**config.mk**
```make
export PLATFORM = sky130hd
export DESIGN_NAME = dds_sweep_ctrl
export DESIGN_NICKNAME = d
export VERILOG_FILES = /design/src/rtl/dds_sweep_ctrl.sv
export SDC_FILE = /design/constraint.sdc
export NUM_CORES = 1
export LEC_CHECK = 0
export ABC_CLOCK_PERIOD_IN_PS = 7740
export CORE_UTILIZATION = 40
export CTS_CLUSTER_DIAMETER = 80
export DETAILED_ROUTE_END_ITERATION = 8
export DONT_BUFFER_PORTS = 1
export PLACE_DENSITY = 0.56
export SETUP_SLACK_MARGIN = 0.2
export SYNTH_ARGS = -nofsm -noshare
export SYNTH_HDL_FRONTEND = slang
export SYNTH_SLANG_ARGS = --single-unit
```
**constraint.sdc**
```tcl
create_clock -name clk -period 7.74 [get_ports clk]
set_input_delay 1.548 -clock clk [delete_from_list [all_inputs] [get_ports clk]]
set_output_delay 1.548 -clock clk [all_outputs]
set_load 0.05 [all_outputs]
```
**src/rtl/dds_sweep_ctrl.sv**
```systemverilog
// Frequency-sweep sequencer driving the f/p/wave words of a DDS core.
// Define DDS_SWEEP_BIDIR_EN to ping-pong between f_start and f_stop until stopped.
module dds_sweep_ctrl #(
   parameter int DWELL_W = 16
) (
   input  logic               clk,
   input  logic               rstn,
   input  logic               cfg_valid,
   output logic               cfg_ready,
   input  logic [31:0]        cfg_f_start,
   input  logic [31:0]        cfg_f_stop,
   input  logic [31:0]        cfg_f_step,
   input  logic [DWELL_W-1:0] cfg_dwell,
   input  logic [14:0]        cfg_p_word,
   input  logic [1:0]         cfg_wave,
   input  logic               start,
   input  logic               stop,
   output logic [31:0]        f_word,
   output logic [14:0]        p_word,
   output logic [1:0]         wave_sel,
   output logic               upd,
   output logic               busy,
   output logic               done,
   output logic               err
);

   typedef enum logic [1:0] {IDLE, SWEEP_UP, SWEEP_DN, DONE} state_t;

   state_t             state_q, state_d;
   logic [31:0]        sh_start_q, sh_start_d, sh_stop_q, sh_stop_d, sh_step_q, sh_step_d;
   logic [DWELL_W-1:0] sh_dwell_q, sh_dwell_d, cnt_q, cnt_d;
   logic [14:0]        sh_p_q, sh_p_d, p_word_q, p_word_d;
   logic [1:0]         sh_wave_q, sh_wave_d, wave_q, wave_d;
   logic [31:0]        f_word_q, f_word_d;
   logic               upd_q, upd_d, busy_q, busy_d, done_q, done_d, err_q, err_d;
   logic               cfg_ready_q, cfg_ready_d;
   logic [32:0]        up_sum;
   logic [31:0]        up_next;
`ifdef DDS_SWEEP_BIDIR_EN
   logic [32:0]        dn_diff;
   logic [31:0]        dn_next;
`endif

   always_comb begin
      // 33-bit sum so a carry out of the top saturates to f_stop instead of wrapping
      up_sum  = {1'b0, f_word_q} + {1'b0, sh_step_q};
      up_next = (up_sum[32] || up_sum[31:0] >= sh_stop_q) ? sh_stop_q : up_sum[31:0];
`ifdef DDS_SWEEP_BIDIR_EN
      dn_diff = {1'b0, f_word_q} - {1'b0, sh_step_q};
      dn_next = (dn_diff[32] || dn_diff[31:0] <= sh_start_q) ? sh_start_q : dn_diff[31:0];
`endif

      state_d    = state_q;
      sh_start_d = sh_start_q;
      sh_stop_d  = sh_stop_q;
      sh_step_d  = sh_step_q;
      sh_dwell_d = sh_dwell_q;
      sh_p_d     = sh_p_q;
      sh_wave_d  = sh_wave_q;
      cnt_d      = cnt_q;
      f_word_d   = f_word_q;
      p_word_d   = p_word_q;
      wave_d     = wave_q;
      upd_d      = 1'b0;
      busy_d     = busy_q;
      done_d     = 1'b0;
      err_d      = err_q;

      case (state_q)
         IDLE: begin
            if (cfg_valid) begin
               sh_start_d = cfg_f_start;
               sh_stop_d  = cfg_f_stop;
               sh_step_d  = cfg_f_step;
               sh_dwell_d = cfg_dwell;
               sh_p_d     = cfg_p_word;
               sh_wave_d  = cfg_wave;
            end
            if (start && !stop) begin
               if (sh_step_q == '0 || sh_start_q > sh_stop_q) begin
                  err_d = 1'b1;
               end else begin
                  state_d  = SWEEP_UP;
                  f_word_d = sh_start_q;
                  p_word_d = sh_p_q;
                  wave_d   = sh_wave_q;
                  cnt_d    = sh_dwell_q;
                  upd_d    = 1'b1;
                  busy_d   = 1'b1;
                  err_d    = 1'b0;
               end
            end
         end
         SWEEP_UP: begin
            if (stop) begin
               state_d = IDLE;
               busy_d  = 1'b0;
            end else if (cnt_q != '0) begin
               cnt_d = cnt_q - DWELL_W'(1);
            end else if (f_word_q == sh_stop_q) begin
`ifdef DDS_SWEEP_BIDIR_EN
               state_d  = SWEEP_DN;
               f_word_d = dn_next;
               upd_d    = (dn_next != f_word_q);
               cnt_d    = sh_dwell_q;
`else
               state_d = DONE;
               busy_d  = 1'b0;
               done_d  = 1'b1;
`endif
            end else begin
               f_word_d = up_next;
               upd_d    = (up_next != f_word_q);
               cnt_d    = sh_dwell_q;
            end
         end
`ifdef DDS_SWEEP_BIDIR_EN
         SWEEP_DN: begin
            if (stop) begin
               state_d = IDLE;
               busy_d  = 1'b0;
            end else if (cnt_q != '0) begin
               cnt_d = cnt_q - DWELL_W'(1);
            end else if (f_word_q == sh_start_q) begin
               state_d  = SWEEP_UP;
               f_word_d = up_next;
               upd_d    = (up_next != f_word_q);
               cnt_d    = sh_dwell_q;
            end else begin
               f_word_d = dn_next;
               upd_d    = (dn_next != f_word_q);
               cnt_d    = sh_dwell_q;
            end
         end
`endif
         DONE: begin
            state_d = IDLE;
         end
         default: begin
            state_d = IDLE;
            busy_d  = 1'b0;
         end
      endcase

      cfg_ready_d = (state_d == IDLE);
   end

   always_ff @(posedge clk or negedge rstn) begin
      if (!rstn) begin
         state_q     <= IDLE;
         sh_start_q  <= '0;
         sh_stop_q   <= '0;
         sh_step_q   <= '0;
         sh_dwell_q  <= '0;
         sh_p_q      <= '0;
         sh_wave_q   <= '0;
         cnt_q       <= '0;
         f_word_q    <= '0;
         p_word_q    <= '0;
         wave_q      <= '0;
         upd_q       <= 1'b0;
         busy_q      <= 1'b0;
         done_q      <= 1'b0;
         err_q       <= 1'b0;
         cfg_ready_q <= 1'b1;
      end else begin
         state_q     <= state_d;
         sh_start_q  <= sh_start_d;
         sh_stop_q   <= sh_stop_d;
         sh_step_q   <= sh_step_d;
         sh_dwell_q  <= sh_dwell_d;
         sh_p_q      <= sh_p_d;
         sh_wave_q   <= sh_wave_d;
         cnt_q       <= cnt_d;
         f_word_q    <= f_word_d;
         p_word_q    <= p_word_d;
         wave_q      <= wave_d;
         upd_q       <= upd_d;
         busy_q      <= busy_d;
         done_q      <= done_d;
         err_q       <= err_d;
         cfg_ready_q <= cfg_ready_d;
      end
   end

   assign cfg_ready = cfg_ready_q;
   assign f_word    = f_word_q;
   assign p_word    = p_word_q;
   assign wave_sel  = wave_q;
   assign upd       = upd_q;
   assign busy      = busy_q;
   assign done      = done_q;
   assign err       = err_q;

endmodule

```
Yosys cells after proc, flatten, opt, wreduce, memory -nomap -nowiden
Index checks and enable logic that the tools add are counted.

word-level totals
  word-level logic and storage cells = 85
  latch bits = 0
  memory bits (read-only) = 0
  RAM bits = 0
  register bits = 201
  memories = 0

cells by class
  reductions and logical operators = 15
  add/subtract/negate cells = 2
  multiplexer cells = 36
  bitwise gates (word level) = 2
  shift operators = 0
  divide/modulo/power cells = 0
  $mul = 0
  $lt $le $gt $ge = 2
  eq/ne operators = 12

operator list
  kind                                                                  number
  32-bit two-way mux                                                    6
  16-bit two-way mux                                                    5
  32-bit one-hot mux with 2 select lines                                1
  32-bit by 32-bit adder with 33-bit output                             1
  32-bit == test                                                        1
  32-bit >= comparator                                                  1
  32-bit > comparator                                                   1
  32-bit logical NOT                                                    1
  32-bit != test                                                        1
  16-bit one-hot mux with 2 select lines                                1
  16-bit nonzero test                                                   1
  16-bit by 1-bit subtractor with 16-bit output, second input constant  1
  1-bit two-way mux                                                     15
  2-bit two-way mux                                                     5
  2-bit != test, second input constant                                  5
  5-bit AND reduction                                                   2
  3-bit != test, second input constant                                  3
  6-bit AND reduction                                                   1
  2-bit logical NOT                                                     2
  2-bit one-hot mux with 2 select lines                                 1
  2-bit AND reduction                                                   2
  1-bit one-hot mux with 3 select lines                                 1
  3-bit AND reduction                                                   1
  2-bit by 1-bit == test with 1-bit output, second input constant       1
  7 further kinds                                                       9

Depth between registers and ports, before layout
  depth after elaboration = 9
  gate-level depth with buffers = 23
  gate-level depth less buffers = 20

Least setup slack after synthesis
OpenSTA, ideal clock, no wires.

  path type = reg2reg
  start point = register f_word_q[0] (netlist: f_word[0])
  end point = register upd_q (netlist: upd)
  slack = 2.013 ns
  cell stages (with the launch flop) = 21
  data arrival time = 5.577 ns
  cells stage by stage = dfrtp_1 > ha_1 > fa_1 > a211oi_1 > o211ai_1 > and4_1 > or2_2 > mux2i_1 > a2111oi_0 > ha_1 > nand4_1 > nor4_1 > a22oi_1 > nand4_1 > nor3_1 > buf_4 > buf_2 > o2111ai_1 > a221o_1 > a2111oi_0 > a41oi_1

between the ends
  longest elaborated chain between the ends = 9
  elaborated cells between the ends (all ways) = 10
  classes of those cells = 1 x add/sub; 1 x order compare; 2 x eq/ne; 5 x mux; 1 x reduce/logical

RTL lines
  item                                       line  text
  start, declared                            34    logic [31:0] f_word_q, f_word_d;
  start signal, assigned                     175   f_word_q <= f_word_d;
  32-bit by 32-bit adder with 33-bit output  46    up_sum = {1'b0, f_word_q} + {1'b0, sh_step_q};
  32-bit >= comparator                       47    up_next = (up_sum[32] || up_sum[31:0] >= sh_stop_q) ? sh_stop_q : up_sum[31:0];
  1-bit logical OR                           47
  32-bit two-way mux                         47
  32-bit != test                             113   upd_d = (up_next != f_word_q);
  1-bit two-way mux *                        100   end else if (f_word_q == sh_stop_q) begin
  1-bit two-way mux *                        98    end else if (cnt_q != '0) begin
  1-bit two-way mux *                        95    if (stop) begin
  1-bit one-hot mux with 2 select lines *    69    case (state_q)
  named net upd_d                            35    logic upd_q, upd_d, busy_q, busy_d, done_q, done_d, err_q, err_d;
  end signal, assigned                       178   upd_q <= upd_d;
  end, declared                              35

The timed path passes the listed nets; every way through them passes the cells marked *.
A chain may end at the register's enable or synchronous reset.

Worst setup path after layout
Same ends and word-level chain as after synthesis.

==> implementation parameters <==
Parameter                              Value

Status
  Outcome    finished clean

Setup path
  Critical path class    reg -> reg
  Critical Path Start Type    register
  Sequence of cells on the critical path    ha_1, fa_1, a211oi_1, o21ai_0, a21oi_1, a31oi_1, a31oi_1, xnor2_1, ha_1, a21oi_1, nand2_1, a221oi_1, nand4_1, nor3_2, buf_4, mux2i_1, o2111ai_1, a2111o_1, nor4_1, a41oi_1
  Maximum net fanout on the critical path    13
  WP buf/inv    1
  Arrival time at the worst endpoint    7.28 ns
  R2R cell count    20
  CP top delay family    compound AO/OA/AOI/OAI gates
  Total number of cells along the worst setup path    20
  CP Capture Type    register
  Crit path largest cell delay    0.78 ns
  Slowest cell on the critical path    sky130_fd_sc_hd__dfrtp_1
  Worst Path Required    roughly 8.1 ns

GRT
  Number of antenna violations at the first check in global routing    10
  Pin count of the biggest net entering global routing    202
  First-pass GRT wire length    roughly 63000 um
  Gr ovfl total    0
  Via count of the first global-routing pass    10.4k
  Global-route usage over all layers    25.0%

Logic synthesis
  Summed instance area of the synthesized netlist    13000 um2
  Syn Nets    approximately 1.6k
  Proportion of netlist area held by the largest area contributor    38.5%
  Number of distinct standard cells referenced by the synthesized netlist    78
  Most common cell in the netlist    sky130_fd_sc_hd__dfrtp_1
  Sequential fraction of the synthesis area    between 30 and 40%
  Count of flip-flops with a built-in enable after synthesis    0
  Fraction of synthesis flops using an asynchronous set or reset pin    100%
  Post-Synthesis Cells    approximately 1.4k
  Leading cell types by total area after synthesis    sky130_fd_sc_hd__dfrtp_1, sky130_fd_sc_hd__mux2_2, sky130_fd_sc_hd__ha_1
  Main flop type after synthesis    sky130_fd_sc_hd__dfrtp_1
  Avg Inst Size Synth    9.54 um2
  Commonest cells in the synthesized netlist    sky130_fd_sc_hd__dfrtp_1, sky130_fd_sc_hd__nand2_1, sky130_fd_sc_hd__mux2_2
  Number of synthesized register bits    201
  Yosys synthesis warning count    0
  Cell type contributing the most total cell area after synthesis    sky130_fd_sc_hd__dfrtp_1

Timing
  Actual transition at the worst max-transition pin    0.945 ns
  Clock Skew    0.0113 ns
  Final worst path period need    6.89 ns
  Final worst path period share    between 80% and 90%
  Count of pins over their slew limit    0
  Remaining max-slew budget at the tightest pin    37.0%
  Unrepaired setup endpoints after global routing    false
  Final setup fails    0
  Sum Neg Setup Slack    0 ns
  Fmax achieved    roughly 0.15 GHz
  Count of final hold-check violations    0

Drt
  TritonRoute pass-1 iters    5
  Routed wirelength normalized by instance count    22.7 um
  Total length of routed wires    41300 um
  DR vias    between 10k and 15k
  Routed length on met2    17800 um
  Metal3 WL    about 4200 um
  Number of nets with antenna violations after routing    0
  Remaining routing DRC violations    0
  Routed met1 length    18100 um
  Drt first-iter violations    806
  Via density    5.83
  Top metal layer carrying routed signals    met5

Floorplanning
  Chip height    between 150 and 200 um
  Effective utilization at floorplan    40.9%
  Number of placed I/O pins    188
  Horizontal extent of the die    182 um
  Row count    65
  Core Region    31800 um2
  Floorplan die area    approximately 33000 um2

CTS
  Total number of clock tree sinks    201
  Max H-tree Level    1
  CTS Buf Count    24
  Number of setup buffers added after CTS    0
  Insertion delay of the later-clocked pin in the worst-skew pair    about 0.55 ns
  Buffers from clock root to sink, at most    3
  # hold bufs at CTS    0
  Clk Tree Root Cell    sky130_fd_sc_hd__clkbuf_16
  Cts repair resizes    0
  Clock input transition at the sequential cells of the worst setup and hold paths    0.06 ns
  TritonCTS clock tree    built

Place
  Number of I/O port buffers    0
  Final weighted congestion in routability-driven placement    0.973
  Hpwl dp    31600 um

Final layout
  Layout cells sized above 1    15.8%
  Total Nets Final    1593
  Number of fill cells in the layout    3084
  Area growth from synthesis to layout    10.2%

Min path
  Worst min path class    reg -> reg
  Worst hold path depth    1

Run
  Max_cap viols    0
registers in the layout, summed over array words and instances, names as in the netlist, 2 cells and up:
register / cells
f_word: 32
sh_step_q: 32
sh_stop_q: 32
cnt_q: 16
state_q: 2
p_word: 15
sh_dwell_q: 16
sh_wave_q: 2
sh_p_q: 15
sh_start_q: 32
wave_sel: 2
stage by stage:
step	instance area (um2)	utilization, %	instances	setup slack, ns	hold slack [ns]
2_1_floorplan	13000	-	1364	2.01	0.471
3_3_place_gp	13500	42.6	1770	1.11	0.484
3_5_place_dp	13500	42.6	1770	1.00	0.490
4_1_cts	14300	45.0	1814	0.954	0.505
5_1_grt	14300	45.1	1815	0.391	0.515
6_report	14300	45.1	1818	0.852	0.501
metal layers:
layer,vias to the layer above,global-route usage (%)
li1,4972,-
met3,93,9.14
met2,388,38.0
met1,5128,33.2
met4,10,6.86
met5,-,0
final timing paths:
check	from	slack [ns]	end
worst max-delay path	f_word[0]$_DFFE_PN0P_	0.85	upd$_DFF_PN0_
worst min-delay path	sh_p_q[3]$_DFFE_PN0P_	0.50	sh_p_q[3]$_DFFE_PN0P_
worst max register to register	f_word[0]$_DFFE_PN0P_	0.85	upd$_DFF_PN0_
worst min register to register	sh_p_q[3]$_DFFE_PN0P_	0.50	sh_p_q[3]$_DFFE_PN0P_
max in group asynchronous	rstn	6.69	cfg_ready$_DFF_PN1_
min in group asynchronous	rstn	0.70	f_word[12]$_DFFE_PN0P_
cells in the final DEF (no fill, tap or decap), types with 5 or more instances in the layout:
cell type                   synthesis  final
sky130_fd_sc_hd__nand3_1           15     15
sky130_fd_sc_hd__nor2_1            74     74
sky130_fd_sc_hd__a31oi_1           14     14
sky130_fd_sc_hd__nor2b_1            8      7
sky130_fd_sc_hd__nand2b_1          13     12
sky130_fd_sc_hd__ha_1              97     97
sky130_fd_sc_hd__clkbuf_16          0     24
sky130_fd_sc_hd__inv_1             65     65
sky130_fd_sc_hd__dfrtp_1          200    200
sky130_fd_sc_hd__clkinv_2           0      7
sky130_fd_sc_hd__mux2i_1           16     16
sky130_fd_sc_hd__or3_1              9      9
sky130_fd_sc_hd__xnor2_1           36     36
sky130_fd_sc_hd__nor3_1            28     27
sky130_fd_sc_hd__a21o_1            21     21
sky130_fd_sc_hd__o22ai_1            8      8
sky130_fd_sc_hd__and3_1             8      8
sky130_fd_sc_hd__clkbuf_1          43      7
sky130_fd_sc_hd__nand4_1           30     30
sky130_fd_sc_hd__nand2_1          134    134
sky130_fd_sc_hd__o21ai_0          103    103
sky130_fd_sc_hd__o21a_1            11     11
sky130_fd_sc_hd__o31ai_1            7      7
sky130_fd_sc_hd__o21bai_1           5      5
sky130_fd_sc_hd__mux2_2           122    122
sky130_fd_sc_hd__o2111ai_1          5      5
sky130_fd_sc_hd__buf_4              1     34
sky130_fd_sc_hd__nor4_1            19     19
sky130_fd_sc_hd__o21ai_1            7      7
sky130_fd_sc_hd__xor2_1            31     31
sky130_fd_sc_hd__a221oi_1           5      5
sky130_fd_sc_hd__o211ai_1          11     11
sky130_fd_sc_hd__o221ai_1           8      8
sky130_fd_sc_hd__and4_1             6      6
sky130_fd_sc_hd__a211oi_1          10     10
sky130_fd_sc_hd__a21oi_1          101    100
cell families (layout without fill, tap and decap cells):
family,Yosys count,after routing,synth area share [%]
AO/OA/AOI/OAI,362,362,17.5
other,0,4,0
multiplexers,138,138,11.8
XOR/XNOR,67,67,4.51
AND/OR/NAND/NOR,369,369,13.9
adder cells (fa/ha/maj),98,98,9.48
flip-flops,201,201,38.7
buffers and inverters,129,144,4.17
cell type report:
| class | count | area [um2] | area share (%) |
|---|---|---|---|
| well taps | 435 | 544 | 3.80 |
| diodes | 4 | 10.0 | 0.0698 |
| clock buffers | 33 | 654 | 4.56 |
| multi-input cells | 1034 | 7460 | 52.0 |
| flip-flops and latches | 201 | 5030 | 35.1 |
| clock inverters | 11 | 133 | 0.925 |
| inverters | 66 | 248 | 1.73 |
| repair buffers | 34 | 255 | 1.78 |
Power is left out: the tool's default activity adds up to more than one toggle a clock period on the data nets, which glitch-free logic cannot reach.
